$ cat src/rtl/bru_pkg.sv
// Shared types and constants for the branch resolve unit: condition codes,
// 2-bit bimodal counter type/states and the saturating counter update.
package bru_pkg;

    localparam logic [2:0] BR_BEQ  = 3'b000;
    localparam logic [2:0] BR_BLTZ = 3'b001;
    localparam logic [2:0] BR_BNE  = 3'b010;
    localparam logic [2:0] BR_BLEZ = 3'b011;
    localparam logic [2:0] BR_BGTZ = 3'b100;
    localparam logic [2:0] BR_BGEZ = 3'b101;

    typedef logic [1:0] bht_cnt_t;

    localparam bht_cnt_t CNT_SNT   = 2'b00;
    localparam bht_cnt_t CNT_WNT   = 2'b01;
    localparam bht_cnt_t CNT_WT    = 2'b10;
    localparam bht_cnt_t CNT_ST    = 2'b11;
    localparam bht_cnt_t CNT_RESET = CNT_WNT;

    function automatic bht_cnt_t cnt_next(input bht_cnt_t c, input logic taken);
        if (taken)
            return (c == CNT_ST) ? CNT_ST : bht_cnt_t'(c + 2'd1);
        else
            return (c == CNT_SNT) ? CNT_SNT : bht_cnt_t'(c - 2'd1);
    endfunction

endpackage

$ cat src/rtl/bru_cond.sv
// Combinational branch condition evaluator; all compares are signed on a.
// Unassigned condition codes resolve not-taken.
module bru_cond
    import bru_pkg::*;
#(
    parameter int DATA_W = 32
) (
    input  logic [2:0]        op,
    input  logic [DATA_W-1:0] a,
    input  logic [DATA_W-1:0] b,
    output logic              taken
);

    logic a_neg;
    logic a_zero;

    assign a_neg  = a[DATA_W-1];
    assign a_zero = (a == '0);

    always_comb begin
        taken = 1'b0;
        case (op)
            BR_BEQ:  taken = (a == b);
            BR_BLTZ: taken = a_neg;
            BR_BNE:  taken = (a != b);
            BR_BLEZ: taken = a_neg | a_zero;
            BR_BGTZ: taken = ~a_neg & ~a_zero;
            BR_BGEZ: taken = ~a_neg;
            default: taken = 1'b0;
        endcase
    end

endmodule

$ cat src/rtl/branch_resolve_unit.sv
// Branch resolution with a bimodal BHT predictor and registered mispredict flush.
// Define BRU_STATS_EN to build the saturating branch/mispredict counters.
module branch_resolve_unit
    import bru_pkg::*;
#(
    parameter int DATA_W    = 32,
    parameter int PC_W      = 32,
    parameter int BHT_DEPTH = 64,
    parameter int IDX_LSB   = 2
) (
    input  logic              clk,
    input  logic              reset,
    input  logic [PC_W-1:0]   if_pc,
    output logic              pred_taken,
    input  logic              rs_valid,
    input  logic [PC_W-1:0]   rs_pc,
    input  logic [2:0]        rs_op,
    input  logic [DATA_W-1:0] rs_a,
    input  logic [DATA_W-1:0] rs_b,
    input  logic              rs_pred_taken,
    input  logic [PC_W-1:0]   rs_target,
    input  logic [PC_W-1:0]   rs_fallthrough,
    output logic              flush,
    output logic [PC_W-1:0]   redirect_pc,
    output logic [31:0]       branch_cnt,
    output logic [31:0]       mispredict_cnt
);

    localparam int IDX_W = $clog2(BHT_DEPTH);

    bht_cnt_t [BHT_DEPTH-1:0] bht;
    logic [IDX_W-1:0]         if_idx;
    logic [IDX_W-1:0]         rs_idx;
    logic                     taken;
    logic                     upd;
    logic                     mispred;
    logic                     unused_pc;

    assign if_idx    = if_pc[IDX_LSB +: IDX_W];
    assign rs_idx    = rs_pc[IDX_LSB +: IDX_W];
    assign unused_pc = ^{if_pc, rs_pc};

    bru_cond #(.DATA_W(DATA_W)) u_cond (
        .op    (rs_op),
        .a     (rs_a),
        .b     (rs_b),
        .taken (taken)
    );

    // The resolving instruction behind a flush is wrong-path: drop it entirely.
    assign upd     = rs_valid & ~flush;
    assign mispred = upd & (taken != rs_pred_taken);

    // Read sees the array before this edge's write, so collisions return old state.
    assign pred_taken = bht[if_idx][1];

    always_ff @(posedge clk or negedge reset) begin
        if (!reset) begin
            for (int i = 0; i < BHT_DEPTH; i++)
                bht[i] <= CNT_RESET;
        end else if (upd) begin
            bht[rs_idx] <= cnt_next(bht[rs_idx], taken);
        end
    end

    always_ff @(posedge clk or negedge reset) begin
        if (!reset) begin
            flush       <= 1'b0;
            redirect_pc <= '0;
        end else begin
            flush <= mispred;
            if (mispred)
                redirect_pc <= taken ? rs_target : rs_fallthrough;
        end
    end

`ifdef BRU_STATS_EN
    logic [31:0] br_q;
    logic [31:0] mp_q;

    always_ff @(posedge clk or negedge reset) begin
        if (!reset) begin
            br_q <= '0;
            mp_q <= '0;
        end else begin
            if (upd && br_q != 32'hFFFF_FFFF)
                br_q <= br_q + 32'd1;
            if (mispred && mp_q != 32'hFFFF_FFFF)
                mp_q <= mp_q + 32'd1;
        end
    end

    assign branch_cnt     = br_q;
    assign mispredict_cnt = mp_q;
`else
    assign branch_cnt     = 32'd0;
    assign mispredict_cnt = 32'd0;
`endif

endmodule

$ cat config.mk
export PLATFORM = sky130hd
export DESIGN_NAME = branch_resolve_unit
export DESIGN_NICKNAME = d
export VERILOG_FILES = /design/src/rtl/bru_pkg.sv /design/src/rtl/bru_cond.sv /design/src/rtl/branch_resolve_unit.sv
export SDC_FILE = /design/constraint.sdc
export NUM_CORES = 1
export LEC_CHECK = 0
export ABC_AREA = 1
export BUFFER_PORTS_ARGS = -buffer_cell sky130_fd_sc_hd__buf_2
export CAP_MARGIN = 20
export CORE_ASPECT_RATIO = 1.5
export CORE_MARGIN = 2
export CORE_UTILIZATION = 30
export CTS_CLUSTER_DIAMETER = 200
export CTS_CLUSTER_SIZE = 16
export DETAILED_ROUTE_END_ITERATION = 8
export GPL_ROUTABILITY_DRIVEN = 0
export PLACE_DENSITY = 0.54
export REMOVE_ABC_BUFFERS = 1
export SYNTH_ARGS = -nofsm -noshare
export SYNTH_HDL_FRONTEND = slang
export SYNTH_SLANG_ARGS = --single-unit
$ cat constraint.sdc
create_clock -name clk -period 2.8 [get_ports clk]
set_clock_uncertainty 0.05 [all_clocks]
set_input_delay 0.14 -clock clk [delete_from_list [all_inputs] [get_ports clk]]
set_output_delay 0.14 -clock clk [all_outputs]
set_load 0.05 [all_outputs]
==> metrics, run 1 <==
status complete, no violations; Period minus WS final 2.327 ns; post_cts resized 0; synth cell count leaders nand2_1, nand3_1, inv_1; Setup Viol. Count Final 0; WHS 0.01285 ns; Vias/cell 4.735; TNS Setup 0 ns; dpl cells 2284; GR Util All Layers 0.1991; DR pass1 iterations 6; fillcell total 3860; DP Area 12200 µm²; MaxCap Viol Count 0; core area 35840 µm²; # diodes 0; TritonCTS Buffers 17; Final Power 7464 µW; Slew HR 0.4398; worst setup path end pred_taken; CTS sink cnt 161; post-route non-filler standard cell count 2353; clk buf depth 2; Post-DRT Antenna Nets 0; CP startpoint kind input port; Power Density 564.0 nW/µm²; clock transition at the registers of the reported paths 0.07 ns; Ports 297; switch share 0.3556; Initial Utilization 0.3032; FF-to-FF End bht[75]; Int Pwr 4810 µW; endpoint kind of the worst setup timing path output pin; synth top area cells nand2_1, dfrtp_1, dfstp_2; share of power burned in registers 0.369; htree depth 4; synth warn 0; via count 11140; logic gate share of total power 0.272; Clk pwr share 0.360; sequential fraction of the synthesis area 0.3782; final net count 2061; post-route cell area 13230 µm²; Reg-to-Reg Start bht[46]; area leader, netlist nand2_1; number of global-route vias before repair 11130; top-count cell post-synth nand2_1; path type of the worst setup path input port to output pin; row cnt 85; Final period util 0.8310; Post-synth EDFFs 0; Netlist cell types 38; Max FO, Critical Path 19; r2r setup slk 0.63 ns; Worst-Skew Late Latency 0.46 ns; CP required 2.61 ns; total gr overflow 0; RSZ-0062 raised after global routing false; syn avg cell area 6.549 µm²; P&R area growth vs syn 21.80%; Routed WL per cell 15.76 µm; P_leak 0.006687 µW; Post-Synthesis Cells 1659; Port Buffers 180; crit path launch if_pc[2]; Hold Fails Final Rpt 0; initial DRC count 618; # DRC 0; Fmax 429.8 MHz; clock root cell clkbuf_16; first-pass GRT wire length 59330 µm; DIE AREA 37790 µm²; Worst VDD drop 0.0004404 V; Critical Path AT 2.14 ns; fraction of layout cells with a size suffix above 1 0.1835; Post-synth ARST share 1.000; Worst R2R Path Depth 13; initial antenna violation count 0; TritonCTS clock tree yes; Post-Syn Area 10870 µm²; Worst Max-Slew Pin Slew 0.8394 ns; die width 159.4 µm; synthesized flop and latch total 161; Synth top area share 0.2398; Top FF cell, synth dfrtp_1; Detailed Place HPWL 26510 µm; Final Slew Violations 0; worst hold path type input port to flop; Net Sw Power 2654 µW; Die Ht 237.1 µm; routed wire length 37090 µm; largest net degree at the start of global routing 65
==> worst max-delay path, stage by stage <==
cell	delay, ns
buf_2	0.38
clkinv_1	0.38
buf_4	0.28
o21ai_0	0.15
o221ai_1	0.21
nand2_1	0.13
o211ai_1	0.10
nand3_1	0.07
nand2_1	0.07
buf_2	0.21
==> power groups by stage <==
stage	Combinational, µW	Sequential, µW	Clock, µW
finish	2030	2750	2690
CTS	2040	2750	2740
floorplan	833	3160	0
global route	2190	2780	2850
global placement	1980	2780	0
detailed placement	1990	2780	0
==> kinds of logic (layout without fill, tap and decap cells) <==
family / Yosys count / count (layout) / synth area share
AOI/OAI and AO/OA: 120 / 120 / 0.06126
xor gates and xnor gates: 19 / 19 / 0.01532
buffers and inverters: 292 / 445 / 0.1359
DFF: 161 / 161 / 0.3782
other: 1 / 64 / 0.0003451
and+or+nand+nor: 1066 / 1066 / 0.4090
==> repair_timing <==
action	CTS	global route
setup endpoints to repair	0	0
hold endpoints to repair	124	0
buffers inserted	0	0
hold buffers	37	0
==> sequential cells by signal, summed over array words and instances (netlist names) <==
register / count
flush: 1
bht: 128
redirect_pc: 32
==> placed cells by master, fill, tap and decap left out, types with 3 or more instances in the layout <==
cell	n
buf_12	13
o211ai_1	5
nand2_4	3
clkinv_4	4
buf_4	31
o22ai_1	5
nand2_1	694
clkinv_2	3
inv_1	142
nand3_2	6
a221oi_1	3
nand3_1	170
o21ai_1	6
inv_2	6
nand4_1	35
buf_2	179
xnor2_1	19
nand2_2	3
a21oi_1	48
o21ai_0	44
dfstp_2	64
dlygate4sd3_1	37
nor3_1	29
bufinv_16	5
nor2_1	121
dfrtp_1	97
clkbuf_16	17
conb_1	64
==> final cells by class <==
type | count | area (µm²) | share of cell area
Sequential cell | 161 | 4109 | 0.3105
Clock inverter | 12 | 206.4 | 0.01560
Multi-Input combinational cell | 1269 | 5517 | 0.4168
Inverter | 152 | 576.8 | 0.04359
Timing Repair Buffer | 261 | 1770 | 0.1338
Clock buffer | 20 | 456.7 | 0.03451
Tap cell | 478 | 598.1 | 0.04519
==> worst min-delay path by stage <==
stage	from	end	slack (ns)	cells after the start
after floorplan	reset	bht[101]	-0.21	0
after global placement	reset	bht[21]	0.03	1
after detailed placement	reset	bht[21]	0.03	1
after CTS	rs_fallthrough[7]	redirect_pc[7]	0.0009	5
after global routing	rs_fallthrough[3]	redirect_pc[3]	0.02	5
final	rs_fallthrough[7]	redirect_pc[7]	0.01	5
==> metrics by stage <==
step / worst slack [ns] / util
after floorplan: -0.6471 / -
final: 0.4732 / 0.3692
after global placement: 0.3368 / 0.3404
after global routing: 0.3232 / 0.3692
after CTS: 0.5157 / 0.3692
after detailed placement: 0.3258 / 0.3404
==> metal layers <==
metal  track usage  up-vias  wire length, µm
li1              -     5497                -
met4        0.1105        0             1788
met5             0        -                0
met1        0.2214     5103            14570
met2        0.3565      459            18600
met3       0.03713       82             2126
No activity file was read; power rests on OpenSTA's default activity.
==> inputs of run 2 (changes only) <==
==> constraint.sdc (replaced) <==
create_clock -name clk -period 2.4 [get_ports clk]
set_clock_uncertainty 0.05 [all_clocks]
set_input_delay 0.12 -clock clk [delete_from_list [all_inputs] [get_ports clk]]
set_output_delay 0.12 -clock clk [all_outputs]
set_load 0.05 [all_outputs]
==> run 2 against run 1 <==
  * Critical path type is now flop to output pin
  * Via count rose by 1.8%
  * Largest cell class unchanged
  * Design area up 2.7%
  * Power up 15%
  * Clock-buffer cell count up 2
  * Utilization up 1.0 points
  * Sequential power rose by 17%
  * Register-to-register slack worse by 0.34 ns
  * Final cell count up 1.6%
  * First-iteration DRC count is 8.6% lower
  * Global-route usage fell by 0.22 points
  * Highest routed layer unchanged
  * Worst hold slack better by 0.0072 ns
==> metrics, run 2 (same netlist as run 1, synthesis figures left out) <==
status complete, no violations; Critical Path AT 2.05 ns (-0.09 ns); biggest regs bht x128, redirect_pc x32, flush x1; final worst setup slack 0.1771 ns (-0.2961 ns); clock root cell clkbuf_16; Final Slew Violations 0 (unchanged); path type of the worst setup path flop to output pin; Max stage delay cell, worst path dfrtp_1; MaxCap Viol Count 0 (unchanged); most used cell, CP nand2_1; Largest stage delay, worst path 0.39 ns (about the same); Period minus WS final 2.223 ns; max reg flops 128 (unchanged); Hold Path Sink redirect_pc[5]; clock transition at the registers of the reported paths 0.07 ns (about the same); GR Util All Layers 0.1969 (-0.002163); Die Ht 237.1 µm (unchanged); Power Density 633.5 nW/µm² (+12%); FF-to-FF End bht[117]; core area 35840 µm² (unchanged); number of global-route vias before repair 11160 (+0.27%); Worst-Skew Late Latency 0.45 ns (about the same); routed wire length 36960 µm (-0.35%); Post-DRT Antenna Nets 0 (unchanged); Max FO, Critical Path 3 (-16); Top reg by flops bht; Slew HR 0.5819 (+0.1422); P_leak 0.006861 µW (+2.6%); CP startpoint kind flop; via count 11340 (+1.8%); pre-CTS setup slack 0.06484 ns (-0.2609 ns); die width 159.4 µm (unchanged); Worst Max-Slew Pin Slew 0.6264 ns (-0.2130 ns); TNS Setup 0 ns (unchanged); Multi-input gate area 5527 µm² (+0.18%); P&R area growth vs syn 25.09%; first-pass GRT wire length 58790 µm (-0.90%); final net count 2098 (+1.8%); Reg-to-Reg Start flush; total gr overflow 0 (unchanged); HP Start rs_fallthrough[5]; Fmax 449.9 MHz; initial DRC count 565 (-8.6%); fraction of layout cells with a size suffix above 1 0.1893 (+0.005864); worst hold path type input port to flop; Detailed Place HPWL 26940 µm (+1.6%); Hold Fails Final Rpt 0 (unchanged); Worst VDD drop 0.0004871 V (+11%); # diodes 0 (unchanged); initial antenna violation count 0 (unchanged); RSZ-0062 raised after global routing false; TritonCTS clock tree yes; Final period util 0.9262; CP required 2.23 ns (-0.38 ns); FF/Latch Area 4109 µm² (unchanged); clk buf depth 2 (unchanged); Vias/cell 4.746 (+0.25%); Initial Utilization 0.3032 (unchanged); row cnt 85 (unchanged); htree depth 4 (unchanged); fillcell total 3845 (-0.39%); DR pass1 iterations 6 (unchanged); Hold Path Stages 5 (unchanged); Setup Viol. Count Final 0 (unchanged); critical path, cell by cell o21ai_0, o211ai_1, nand2_1, nor2_1, nor2_1, nand2_1, nand3_1, nand2_1, buf_2; commonest non-fill, non-tap cells in the layout nand2_1, buf_2, nand3_1; r2r setup slk 0.29 ns (-0.34 ns); Final Util 0.3792 (+0.009984); CTS sink cnt 161 (unchanged); Port Buffers 180 (unchanged); Ports 297 (unchanged); largest net degree at the start of global routing 56 (-14%); most common cell after layout, fill and taps aside nand2_1; TritonCTS Buffers 17 (unchanged); Worst R2R Path Depth 7 (-6); Routed WL per cell 15.46 µm (-1.9%); DIE AREA 37790 µm² (unchanged); endpoint kind of the worst setup timing path output pin; Setup Buffers After CTS 0 (unchanged); # DRC 0 (unchanged)
-- run 2: area by class of cell --
| class | count | share of cell area |
|---|---|---|
| Multi-Input combinational cell | 1269 | 0.4066 |
| Tap cell | 478 | 0.04400 |
| Timing Repair Buffer | 298 | 0.1588 |
| Sequential cell | 161 | 0.3023 |
| Clock buffer | 22 | 0.03415 |
| Inverter | 152 | 0.04244 |
| Clock inverter | 10 | 0.01169 |
-- run 2: layer usage --
metal	global-route usage	vias up	routed length, µm
li1	-	5577	-
met3	0.03521	97	2004
met1	0.2113	5210	14170
met2	0.3588	460	18660
met4	0.1185	0	2115
met5	0	-	0
-- run 2: timing repair --
item,4_1_cts,5_1_grt
gates resized for setup,0,2
hold buffers,56,0
setup endpoints to repair,0,21
endpoints found under the hold margin,83,0
-- run 2: worst max path at each step --
stage / cells after the start / endpoint / from
4_1_cts: 9 / pred_taken / bht[7]
2_1_floorplan: 11 / redirect_pc[0] / rs_a[16]
3_5_place_dp: 16 / bht[61] / rs_pc[2]
3_3_place_gp: 16 / bht[33] / rs_pc[2]
6_report: 9 / pred_taken / bht[77]
5_1_grt: 7 / bht[117] / flush
-- run 2: critical path: cells and delay by family, from the launching register on --
kind,cells,cell delay [ns]
buffers and inverters,1,0.26
AND/OR/NAND/NOR,6,0.49
flip-flops,1,0.39
AO/OA/AOI/OAI,2,0.47
-- run 2: per-stage QoR --
step	hold slack [ns]	instances	cell area [µm²]	power (µW)
after floorplan	-0.2256	1582	10200	4659
after global placement	0.09477	2302	12400	5598
after detailed placement	0.09498	2302	12400	5605
after CTS	0.008426	2390	13580	8698
after global routing	0.04678	2390	13590	9019
final	0.02006	2390	13590	8611
-- run 2: where the power goes --
| part | total [µW] | internal (µW) | switching (µW) |
|---|---|---|---|
| combinational | 2460 | 719 | 1740 |
| clock | 2940 | 1790 | 1150 |
| sequential | 3210 | 3060 | 150 |
| total | 8610 | 5570 | 3040 |
